File: src/rtl/pipeline_hazard_ctrl_pkg.sv
// Shared types and constants for the pipeline hazard controller.
package hazard_pkg;

    typedef enum logic [1:0] {
        RUN      = 2'd0,
        MEM_WAIT = 2'd1,
        ERROR    = 2'd2
    } hz_state_e;

    localparam logic [1:0] FWD_RF  = 2'b00;
    localparam logic [1:0] FWD_WB  = 2'b01;
    localparam logic [1:0] FWD_MEM = 2'b10;

    // True when a writing stage targets src; x0 never counts as a producer.
    function automatic logic reg_hit(input logic [4:0] rd, input logic we, input logic [4:0] src);
        return we && (rd != 5'd0) && (rd == src);
    endfunction

endpackage

File: src/rtl/pipeline_hazard_ctrl_if.sv
// Pipeline-side bundle of the hazard controller: stage register ids in,
// enables / flushes / forward selects / status out.
interface pipeline_hazard_ctrl_if #(parameter int CNT_W = 16);
    logic [4:0]       Rs1_D, Rs2_D, Rs1_E, Rs2_E, Rd_E, Rd_M, Rd_W;
    logic             regWrite_E, MemToReg_E, branch_taken_E;
    logic             regWrite_M, regWrite_W, mem_req_M, mem_ready;
    logic             Enable_F, Enable_D, Enable_E, Enable_M, Enable_W;
    logic             Flush_D, Flush_E;
    logic [1:0]       ForwardA_E, ForwardB_E;
    logic             mem_timeout;
    logic [CNT_W-1:0] stall_count;

    modport master (
        output Rs1_D, Rs2_D, Rs1_E, Rs2_E, Rd_E, Rd_M, Rd_W,
        output regWrite_E, MemToReg_E, branch_taken_E,
        output regWrite_M, regWrite_W, mem_req_M, mem_ready,
        input  Enable_F, Enable_D, Enable_E, Enable_M, Enable_W,
        input  Flush_D, Flush_E, ForwardA_E, ForwardB_E,
        input  mem_timeout, stall_count
    );

    modport slave (
        input  Rs1_D, Rs2_D, Rs1_E, Rs2_E, Rd_E, Rd_M, Rd_W,
        input  regWrite_E, MemToReg_E, branch_taken_E,
        input  regWrite_M, regWrite_W, mem_req_M, mem_ready,
        output Enable_F, Enable_D, Enable_E, Enable_M, Enable_W,
        output Flush_D, Flush_E, ForwardA_E, ForwardB_E,
        output mem_timeout, stall_count
    );
endinterface

File: src/rtl/pipeline_hazard_ctrl_forward_unit.sv
// One EX operand's forwarding comparator: MEM result beats WB result.
module forward_unit
    import hazard_pkg::*;
(
    input  logic       active,
    input  logic [4:0] src,
    input  logic [4:0] rd_m,
    input  logic       we_m,
    input  logic [4:0] rd_w,
    input  logic       we_w,
    output logic [1:0] sel
);

    // Pick the youngest in-flight producer of src, or the register file.
    always_comb begin
        sel = FWD_RF;
        if (!active) begin
            sel = FWD_RF;
        end else if (reg_hit(rd_m, we_m, src)) begin
            sel = FWD_MEM;
        end else if (reg_hit(rd_w, we_w, src)) begin
            sel = FWD_WB;
        end else begin
            sel = FWD_RF;
        end
    end

endmodule

File: src/rtl/pipeline_hazard_ctrl.sv
// Stall / flush / forward controller for the five-stage pipeline, with a
// memory-wait FSM (timeout to a sticky error) and a saturating stall counter.
module pipeline_hazard_ctrl
    import hazard_pkg::*;
#(
    parameter int MEM_TIMEOUT = 15,
    parameter int CNT_W       = 16
) (
    input  logic                  clk,
    input  logic                  rst,
    pipeline_hazard_ctrl_if.slave hz
);

    hz_state_e        state_q, state_d;
    logic [7:0]       wait_cnt_q, wait_cnt_d;
    logic             mem_timeout_q, mem_timeout_d;
    logic [CNT_W-1:0] stall_cnt_q, stall_cnt_d;

    logic [4:0] en_s;          // {F, D, E, M, W}
    logic       flush_d_s, flush_e_s;
    logic       resolve_s;     // branch / load-use rules apply this cycle
    logic       load_use_s;
    logic       fwd_active_s;

    assign fwd_active_s = ~rst;

    // Load in EX feeding the instruction in ID.
    always_comb begin
        load_use_s = hz.MemToReg_E &&
                     (reg_hit(hz.Rd_E, hz.regWrite_E, hz.Rs1_D) ||
                      reg_hit(hz.Rd_E, hz.regWrite_E, hz.Rs2_D));
    end

    // FSM next state and wait counter; decides when hazard rules are applied.
    always_comb begin
        state_d    = state_q;
        wait_cnt_d = wait_cnt_q;
        resolve_s  = 1'b0;
        if (rst) begin
            state_d    = RUN;
            wait_cnt_d = 8'd0;
        end else begin
            case (state_q)
                RUN: begin
                    if (hz.mem_req_M && !hz.mem_ready) begin
                        state_d    = MEM_WAIT;
                        wait_cnt_d = 8'd1;
                    end else begin
                        resolve_s = 1'b1;
                    end
                end
                MEM_WAIT: begin
                    if (hz.mem_ready) begin
                        resolve_s  = 1'b1;
                        state_d    = RUN;
                        wait_cnt_d = 8'd0;
                    end else begin
                        wait_cnt_d = wait_cnt_q + 8'd1;
                        if (wait_cnt_q == 8'(MEM_TIMEOUT)) begin
                            state_d = ERROR;
                        end else begin
                            state_d = MEM_WAIT;
                        end
                    end
                end
                ERROR: begin
                    state_d = ERROR;
                end
                default: begin
                    state_d    = RUN;
                    wait_cnt_d = 8'd0;
                end
            endcase
        end
    end

    // Priority of branch flush over load-use bubble; frozen otherwise.
    always_comb begin
        en_s      = 5'b00000;
        flush_d_s = 1'b0;
        flush_e_s = 1'b0;
        if (resolve_s) begin
            if (hz.branch_taken_E) begin
                en_s      = 5'b11111;
                flush_d_s = 1'b1;
                flush_e_s = 1'b1;
            end else if (load_use_s) begin
                en_s      = 5'b00111;
                flush_e_s = 1'b1;
            end else begin
                en_s = 5'b11111;
            end
        end else begin
            en_s = 5'b00000;
        end
    end

    // Sticky error flag and saturating count of cycles with the PC held.
    always_comb begin
        mem_timeout_d = mem_timeout_q || (state_q == ERROR);
        if (!en_s[4] && (stall_cnt_q != {CNT_W{1'b1}})) begin
            stall_cnt_d = stall_cnt_q + {{(CNT_W-1){1'b0}}, 1'b1};
        end else begin
            stall_cnt_d = stall_cnt_q;
        end
    end

    // State registers with synchronous reset.
    always_ff @(posedge clk) begin
        if (rst) begin
            state_q       <= RUN;
            wait_cnt_q    <= 8'd0;
            mem_timeout_q <= 1'b0;
            stall_cnt_q   <= {CNT_W{1'b0}};
        end else begin
            state_q       <= state_d;
            wait_cnt_q    <= wait_cnt_d;
            mem_timeout_q <= mem_timeout_d;
            stall_cnt_q   <= stall_cnt_d;
        end
    end

    forward_unit u_fwd_a (
        .active (fwd_active_s),
        .src    (hz.Rs1_E),
        .rd_m   (hz.Rd_M),
        .we_m   (hz.regWrite_M),
        .rd_w   (hz.Rd_W),
        .we_w   (hz.regWrite_W),
        .sel    (hz.ForwardA_E)
    );

    forward_unit u_fwd_b (
        .active (fwd_active_s),
        .src    (hz.Rs2_E),
        .rd_m   (hz.Rd_M),
        .we_m   (hz.regWrite_M),
        .rd_w   (hz.Rd_W),
        .we_w   (hz.regWrite_W),
        .sel    (hz.ForwardB_E)
    );

    assign hz.Enable_F    = en_s[4];
    assign hz.Enable_D    = en_s[3];
    assign hz.Enable_E    = en_s[2];
    assign hz.Enable_M    = en_s[1];
    assign hz.Enable_W    = en_s[0];
    assign hz.Flush_D     = flush_d_s;
    assign hz.Flush_E     = flush_e_s;
    assign hz.mem_timeout = mem_timeout_q;
    assign hz.stall_count = stall_cnt_q;

endmodule

File: src/flat_wrapper.sv
// flat-port wrapper written by rule: the top's interface ports become plain ports
module pipeline_hazard_ctrl_flat import hazard_pkg::*;
#(
    parameter int MEM_TIMEOUT = 15,
    parameter int CNT_W       = 16
)
  (clk, rst, hz_Rs1_D, hz_Rs2_D, hz_Rs1_E, hz_Rs2_E, hz_Rd_E, hz_Rd_M, hz_Rd_W, hz_regWrite_E, hz_MemToReg_E, hz_branch_taken_E, hz_regWrite_M, hz_regWrite_W, hz_mem_req_M, hz_mem_ready, hz_Enable_F, hz_Enable_D, hz_Enable_E, hz_Enable_M, hz_Enable_W, hz_Flush_D, hz_Flush_E, hz_ForwardA_E, hz_ForwardB_E, hz_mem_timeout, hz_stall_count);
  pipeline_hazard_ctrl_if #(.CNT_W(CNT_W)) hz_i ();
  input  logic clk;
  input  logic rst;
  input wire logic [$bits(hz_i.Rs1_D)-1:0] hz_Rs1_D;
  input wire logic [$bits(hz_i.Rs2_D)-1:0] hz_Rs2_D;
  input wire logic [$bits(hz_i.Rs1_E)-1:0] hz_Rs1_E;
  input wire logic [$bits(hz_i.Rs2_E)-1:0] hz_Rs2_E;
  input wire logic [$bits(hz_i.Rd_E)-1:0] hz_Rd_E;
  input wire logic [$bits(hz_i.Rd_M)-1:0] hz_Rd_M;
  input wire logic [$bits(hz_i.Rd_W)-1:0] hz_Rd_W;
  input wire logic [$bits(hz_i.regWrite_E)-1:0] hz_regWrite_E;
  input wire logic [$bits(hz_i.MemToReg_E)-1:0] hz_MemToReg_E;
  input wire logic [$bits(hz_i.branch_taken_E)-1:0] hz_branch_taken_E;
  input wire logic [$bits(hz_i.regWrite_M)-1:0] hz_regWrite_M;
  input wire logic [$bits(hz_i.regWrite_W)-1:0] hz_regWrite_W;
  input wire logic [$bits(hz_i.mem_req_M)-1:0] hz_mem_req_M;
  input wire logic [$bits(hz_i.mem_ready)-1:0] hz_mem_ready;
  output wire logic [$bits(hz_i.Enable_F)-1:0] hz_Enable_F;
  output wire logic [$bits(hz_i.Enable_D)-1:0] hz_Enable_D;
  output wire logic [$bits(hz_i.Enable_E)-1:0] hz_Enable_E;
  output wire logic [$bits(hz_i.Enable_M)-1:0] hz_Enable_M;
  output wire logic [$bits(hz_i.Enable_W)-1:0] hz_Enable_W;
  output wire logic [$bits(hz_i.Flush_D)-1:0] hz_Flush_D;
  output wire logic [$bits(hz_i.Flush_E)-1:0] hz_Flush_E;
  output wire logic [$bits(hz_i.ForwardA_E)-1:0] hz_ForwardA_E;
  output wire logic [$bits(hz_i.ForwardB_E)-1:0] hz_ForwardB_E;
  output wire logic [$bits(hz_i.mem_timeout)-1:0] hz_mem_timeout;
  output wire logic [$bits(hz_i.stall_count)-1:0] hz_stall_count;
  assign hz_i.Rs1_D = hz_Rs1_D;
  assign hz_i.Rs2_D = hz_Rs2_D;
  assign hz_i.Rs1_E = hz_Rs1_E;
  assign hz_i.Rs2_E = hz_Rs2_E;
  assign hz_i.Rd_E = hz_Rd_E;
  assign hz_i.Rd_M = hz_Rd_M;
  assign hz_i.Rd_W = hz_Rd_W;
  assign hz_i.regWrite_E = hz_regWrite_E;
  assign hz_i.MemToReg_E = hz_MemToReg_E;
  assign hz_i.branch_taken_E = hz_branch_taken_E;
  assign hz_i.regWrite_M = hz_regWrite_M;
  assign hz_i.regWrite_W = hz_regWrite_W;
  assign hz_i.mem_req_M = hz_mem_req_M;
  assign hz_i.mem_ready = hz_mem_ready;
  assign hz_Enable_F = hz_i.Enable_F;
  assign hz_Enable_D = hz_i.Enable_D;
  assign hz_Enable_E = hz_i.Enable_E;
  assign hz_Enable_M = hz_i.Enable_M;
  assign hz_Enable_W = hz_i.Enable_W;
  assign hz_Flush_D = hz_i.Flush_D;
  assign hz_Flush_E = hz_i.Flush_E;
  assign hz_ForwardA_E = hz_i.ForwardA_E;
  assign hz_ForwardB_E = hz_i.ForwardB_E;
  assign hz_mem_timeout = hz_i.mem_timeout;
  assign hz_stall_count = hz_i.stall_count;
  pipeline_hazard_ctrl #(.MEM_TIMEOUT(MEM_TIMEOUT), .CNT_W(CNT_W)) u_core (.clk(clk), .rst(rst), .hz(hz_i));
endmodule
File: config.mk
export PLATFORM = sky130hd
export DESIGN_NAME = pipeline_hazard_ctrl_flat
export DESIGN_NICKNAME = d
export VERILOG_FILES = /design/src/rtl/pipeline_hazard_ctrl_pkg.sv /design/src/rtl/pipeline_hazard_ctrl_if.sv /design/src/rtl/pipeline_hazard_ctrl_forward_unit.sv /design/src/rtl/pipeline_hazard_ctrl.sv /design/src/flat_wrapper.sv
export SDC_FILE = /design/constraint.sdc
export NUM_CORES = 1
export LEC_CHECK = 0
export ABC_AREA = 1
export CAP_MARGIN = 25
export CELL_PAD_IN_SITES_DETAIL_PLACEMENT = 0
export CELL_PAD_IN_SITES_GLOBAL_PLACEMENT = 1
export CORE_MARGIN = 2
export CORE_UTILIZATION = 27
export DETAILED_ROUTE_END_ITERATION = 8
export PLACE_DENSITY_LB_ADDON = 0.1
export SYNTH_ARGS = -nofsm -noshare
export SYNTH_HDL_FRONTEND = slang
export SYNTH_HIERARCHICAL = 1
export SYNTH_SLANG_ARGS = --single-unit
export TNS_END_PERCENT = 50
File: constraint.sdc
create_clock -name clk -period 1.52 [get_ports clk]
set_input_delay 0.152 -clock clk [delete_from_list [all_inputs] [get_ports clk]]
set_output_delay 0.152 -clock clk [all_outputs]
set_load 0.005 [all_outputs]
==> results.py <==
metrics = {
    "sta": {
        "postLayoutSetupSlackWorst_ns": -0.0561,
        "tightest_slew_ns": 0.263,
        "timing.final.setup_violations": 7,
        "finalWorstPathRequiredPeriod_ns": 1.58,
        "final_hold_viol_count": 0,
        "max_clock_freq_mhz": 634,
        "timing.clock.skew_ns": 0.0109,
        "grt_setup_unrepaired": "true",
        "fraction_of_the_cycle_the_final_worst_path_needs_pct": 104,
        "max-slew-margin-rel_pct": 82.4,
        "fin_tns_setup_ns": -0.202,
        "whs_ns": 0.389,
        "maxSlewViolCount": 0,
    },
    "critical_path": {
        "critical_path.startpoint_type": "flip-flop",
        "crit_path_end_kind": "output port",
        "r2r.worst_path.cells": 10,
        "worstSetupEndpoint": "hz_Enable_D",
        "r2r-end": "u_core/hz.stall_count[15]",
        "cp_data_required_time_ns": 1.37,
        "timing.critical_path.fanout_max": 3,
        "critical_path_arrival_ns": 1.42,
        "crit_type": "flip-flop to output port",
        "ff2ff_setup_slack_ns": -0.04,
        "beginning_of_the_worst_register_to_register_path": "u_core/hz.stall_count[1]",
        "critPathLaunch": "u_core/state_q[0]",
    },
    "power_and_ir_drop": {
        "sw_frac_of_total_pct": 30.8,
        "power.internal_mw": 1.25,
        "combPwrFrac_pct": 34.7,
        "p_sw_mw": 0.557,
        "design_power_total_mw": 1.81,
        "vdd.ir_drop.worst_mv": 0.317,
        "cellLeakagePower_nw": 1.91,
        "p_per_area_mw_per_mm2": 496,
        "power_frac_seq_pct": 41.5,
        "power.share.clock_pct": 23.7,
    },
    "synthesis": {
        "post_synth_inst_count": 398,
        "ys_types": 30,
        "yosys.area_share.adder_pct": 1.15,
        "ys_ff_latch": 27,
        "synth-edff-count": 0,
        "synth_top_family_by_area": "simple AND/OR/NAND/NOR gates",
        "ys_async_sr_fraction_pct": 0,
        "synth_flop_cell": "sky130_fd_sc_hd__dfxtp_1",
        "xor_xnor_portion_of_the_synthesized_cell_area_pct": 2.01,
        "synth_nets": 444,
        "post_synth_instance_area_mm2": 0.00218,
        "synth_simple_gate_area_share_pct": 48.7,
        "synth.avg_cell_area_um2": 5.49,
        "synth_top_cell_area_share_pct": 24.8,
        "complex_gate_fraction_of_the_synthesized_area_pct": 8.14,
        "ys_warn_count": 6,
        "synth_top_cell_by_area": "sky130_fd_sc_hd__dfxtp_1",
        "synth.top_cells.by_area": "sky130_fd_sc_hd__dfxtp_1, sky130_fd_sc_hd__nand2_1, sky130_fd_sc_hd__nor2_1, sky130_fd_sc_hd__inv_1, sky130_fd_sc_hd__nand3_1",
        "muxShareOfSynthArea_pct": 0,
        "synth-seq-area-share_pct": 24.8,
    },
    "status": {
        "run_status": "finished with violations",
        "failed_checks": "setup timing",
    },
    "floorplan": {
        "die_h_um": 93.9,
        "initial_core_utilization_pct": 28.1,
        "io-pin-count": 72,
        "die_area_mm2": 0.00882,
        "coreArea_mm2": 0.00777,
        "core.rowCount": 32,
        "dieWidth_um": 93.9,
    },
    "drt": {
        "initialDrtViolationCount": 80,
        "met2WireLength_mm": 3.04,
        "met3WireLength_um": 261,
        "finalWirelength_mm": 6.40,
        "detail-route-antenna-nets": 0,
        "wl_per_cell_um": 10.2,
        "top_signal_layer_used": "met4",
        "drc_violation_count_after_routing": 0,
        "drt-met1-wl_mm": 3.09,
        "detail_route.first_pass.iterations": 4,
        "route.vias.total": 2695,
        "drt-vias-per-instance": 4.30,
    },
    "cells_and_area": {
        "layout.core_utilization_pct": 46.9,
        "layout.cells.most_common": "sky130_fd_sc_hd__nand2_1",
        "n_antenna_cell": 0,
        "nFillCells": 859,
        "fin_nets": 572,
        "drive_gt1_share_pct": 25.3,
        "area_delta_synth_final_pct": 67.0,
        "fin_cells": 627,
        "mostFrequentLayoutCells": "sky130_fd_sc_hd__nand2_1, sky130_fd_sc_hd__inv_1, sky130_fd_sc_hd__nor2_1",
    },
    "clock_tree": {
        "cts_buffer_depth": 2,
        "clkLatencyLatePin_ns": 0.28,
        "cts_root_buf": "sky130_fd_sc_hd__clkbuf_8",
        "cts_tree": "yes",
        "cts_made_buffers": 3,
        "cts_num_sinks": 27,
        "clk_transition_reported_paths_ns": 0.09,
        "htree_num_levels": 1,
    },
    "placement": {
        "port-buffer-count": 71,
        "dp_hpwl_mm": 4.98,
        "placed_cells_incl_taps": 616,
        "gp_congestion": 0.759,
    },
    "global_routing": {
        "global_route.usage.total_pct": 14.2,
        "pin_count_of_the_biggest_net_entering_global_routing": 19,
        "grt_pass1_wl_mm": 10.4,
        "grt_pass1_vias": 2506,
        "initial_antenna_violation_count": 0,
        "grt.overflow.total": 0,
    },
    "hold_path": {
        "hold_path.class": "input pin to flip-flop",
    },
    "job": {
        "max-cap-violations": 0,
    },
}
[power groups by stage]
stage | clock network [mW] | registers (mW) | logic, mW
global placement | 0 | 0.765 | 0.590
finish | 0.429 | 0.750 | 0.628
CTS | 0.458 | 0.751 | 0.591
detailed placement | 0 | 0.766 | 0.592
floorplan | 0 | 0.773 | 0.261
global route | 0.481 | 0.755 | 0.705
[cell usage after synthesis, types with 3 or more instances]
cell type and count:
sky130_fd_sc_hd__nor3_1 5, sky130_fd_sc_hd__nand3_1 27, sky130_fd_sc_hd__xnor2_1 3, sky130_fd_sc_hd__a21oi_1 21, sky130_fd_sc_hd__inv_2 7, sky130_fd_sc_hd__o21ai_1 5, sky130_fd_sc_hd__dfxtp_1 27, sky130_fd_sc_hd__o21ai_0 5
sky130_fd_sc_hd__nand4_1 4, sky130_fd_sc_hd__inv_1 66, sky130_fd_sc_hd__nand2_2 4, sky130_fd_sc_hd__buf_4 3, sky130_fd_sc_hd__nor2_1 69, sky130_fd_sc_hd__nand2_1 131
[worst max-delay path, stage by stage (launching register included)]
cell	delay (ns)
sky130_fd_sc_hd__dfxtp_4	0.37
sky130_fd_sc_hd__nor2_4	0.12
sky130_fd_sc_hd__nand2_2	0.08
sky130_fd_sc_hd__o31ai_2	0.06
sky130_fd_sc_hd__nand2_2	0.11
sky130_fd_sc_hd__inv_2	0.08
sky130_fd_sc_hd__buf_6	0.10
sky130_fd_sc_hd__nand2_4	0.06
sky130_fd_sc_hd__inv_4	0.08
sky130_fd_sc_hd__buf_6	0.09
[metal layers]
metal	track usage (%)	vias up
met5	0	-
met4	1.21	0
met3	2.89	2
met2	25.7	42
met1	18.0	1183
li1	-	1468
[sequential cells by signal, summed over array words and instances (netlist names)]
register               flops
u_core/wait_cnt_q          8
u_core/hz.stall_count     16
u_core/hz.mem_timeout      1
u_core/state_q             2
[kinds of logic (layout without fill, tap and decap cells)]
logic type / Yosys count / in the layout
xor gates and xnor gates: 5 / 5
DFF: 27 / 27
buffers and inverters: 80 / 207
adders and majority gates: 2 / 2
and+or+nand+nor: 250 / 250
AOI/OAI and AO/OA: 34 / 34
[how the worst min path moves through the flow]
stage                             to  depth (start not counted)             startpoint  slack [ns]
4_1_cts         u_core/wait_cnt_q[2]                          2   u_core/wait_cnt_q[2]        0.49
6_report           u_core/state_q[0]                          5           hz_mem_ready        0.39
3_5_place_dp   u_core/hz.mem_timeout                          2  u_core/hz.mem_timeout        0.47
5_1_grt            u_core/state_q[0]                          5           hz_mem_ready        0.42
2_1_floorplan   u_core/wait_cnt_q[0]                          1                    rst        0.22
3_3_place_gp   u_core/hz.mem_timeout                          2  u_core/hz.mem_timeout        0.46
[repair_timing]
action	CTS	global route
pin swaps	15	22
setup endpoints to repair	29	34
hold buffers	0	0
resized for setup	83	46
setup buffers	6	3
[metrics by stage]
step	cell area, µm²	worst slack (ns)
after CTS	3480	-0.0419
final	3650	-0.0561
after global placement	3390	-0.465
after floorplan	2220	0.00218
after global routing	3650	-0.160
after detailed placement	3390	-0.478
[final cells by class]
cell class | instances | area, µm² | area share [%]
clock buffers | 4 | 45.0 | 1.24
inverters | 73 | 279 | 7.65
multi-input cells | 291 | 1480 | 40.5
flip-flops and latches | 27 | 557 | 15.3
well taps | 102 | 128 | 3.50
repair buffers | 130 | 1160 | 31.9
Power figures use the tool's default switching activity.
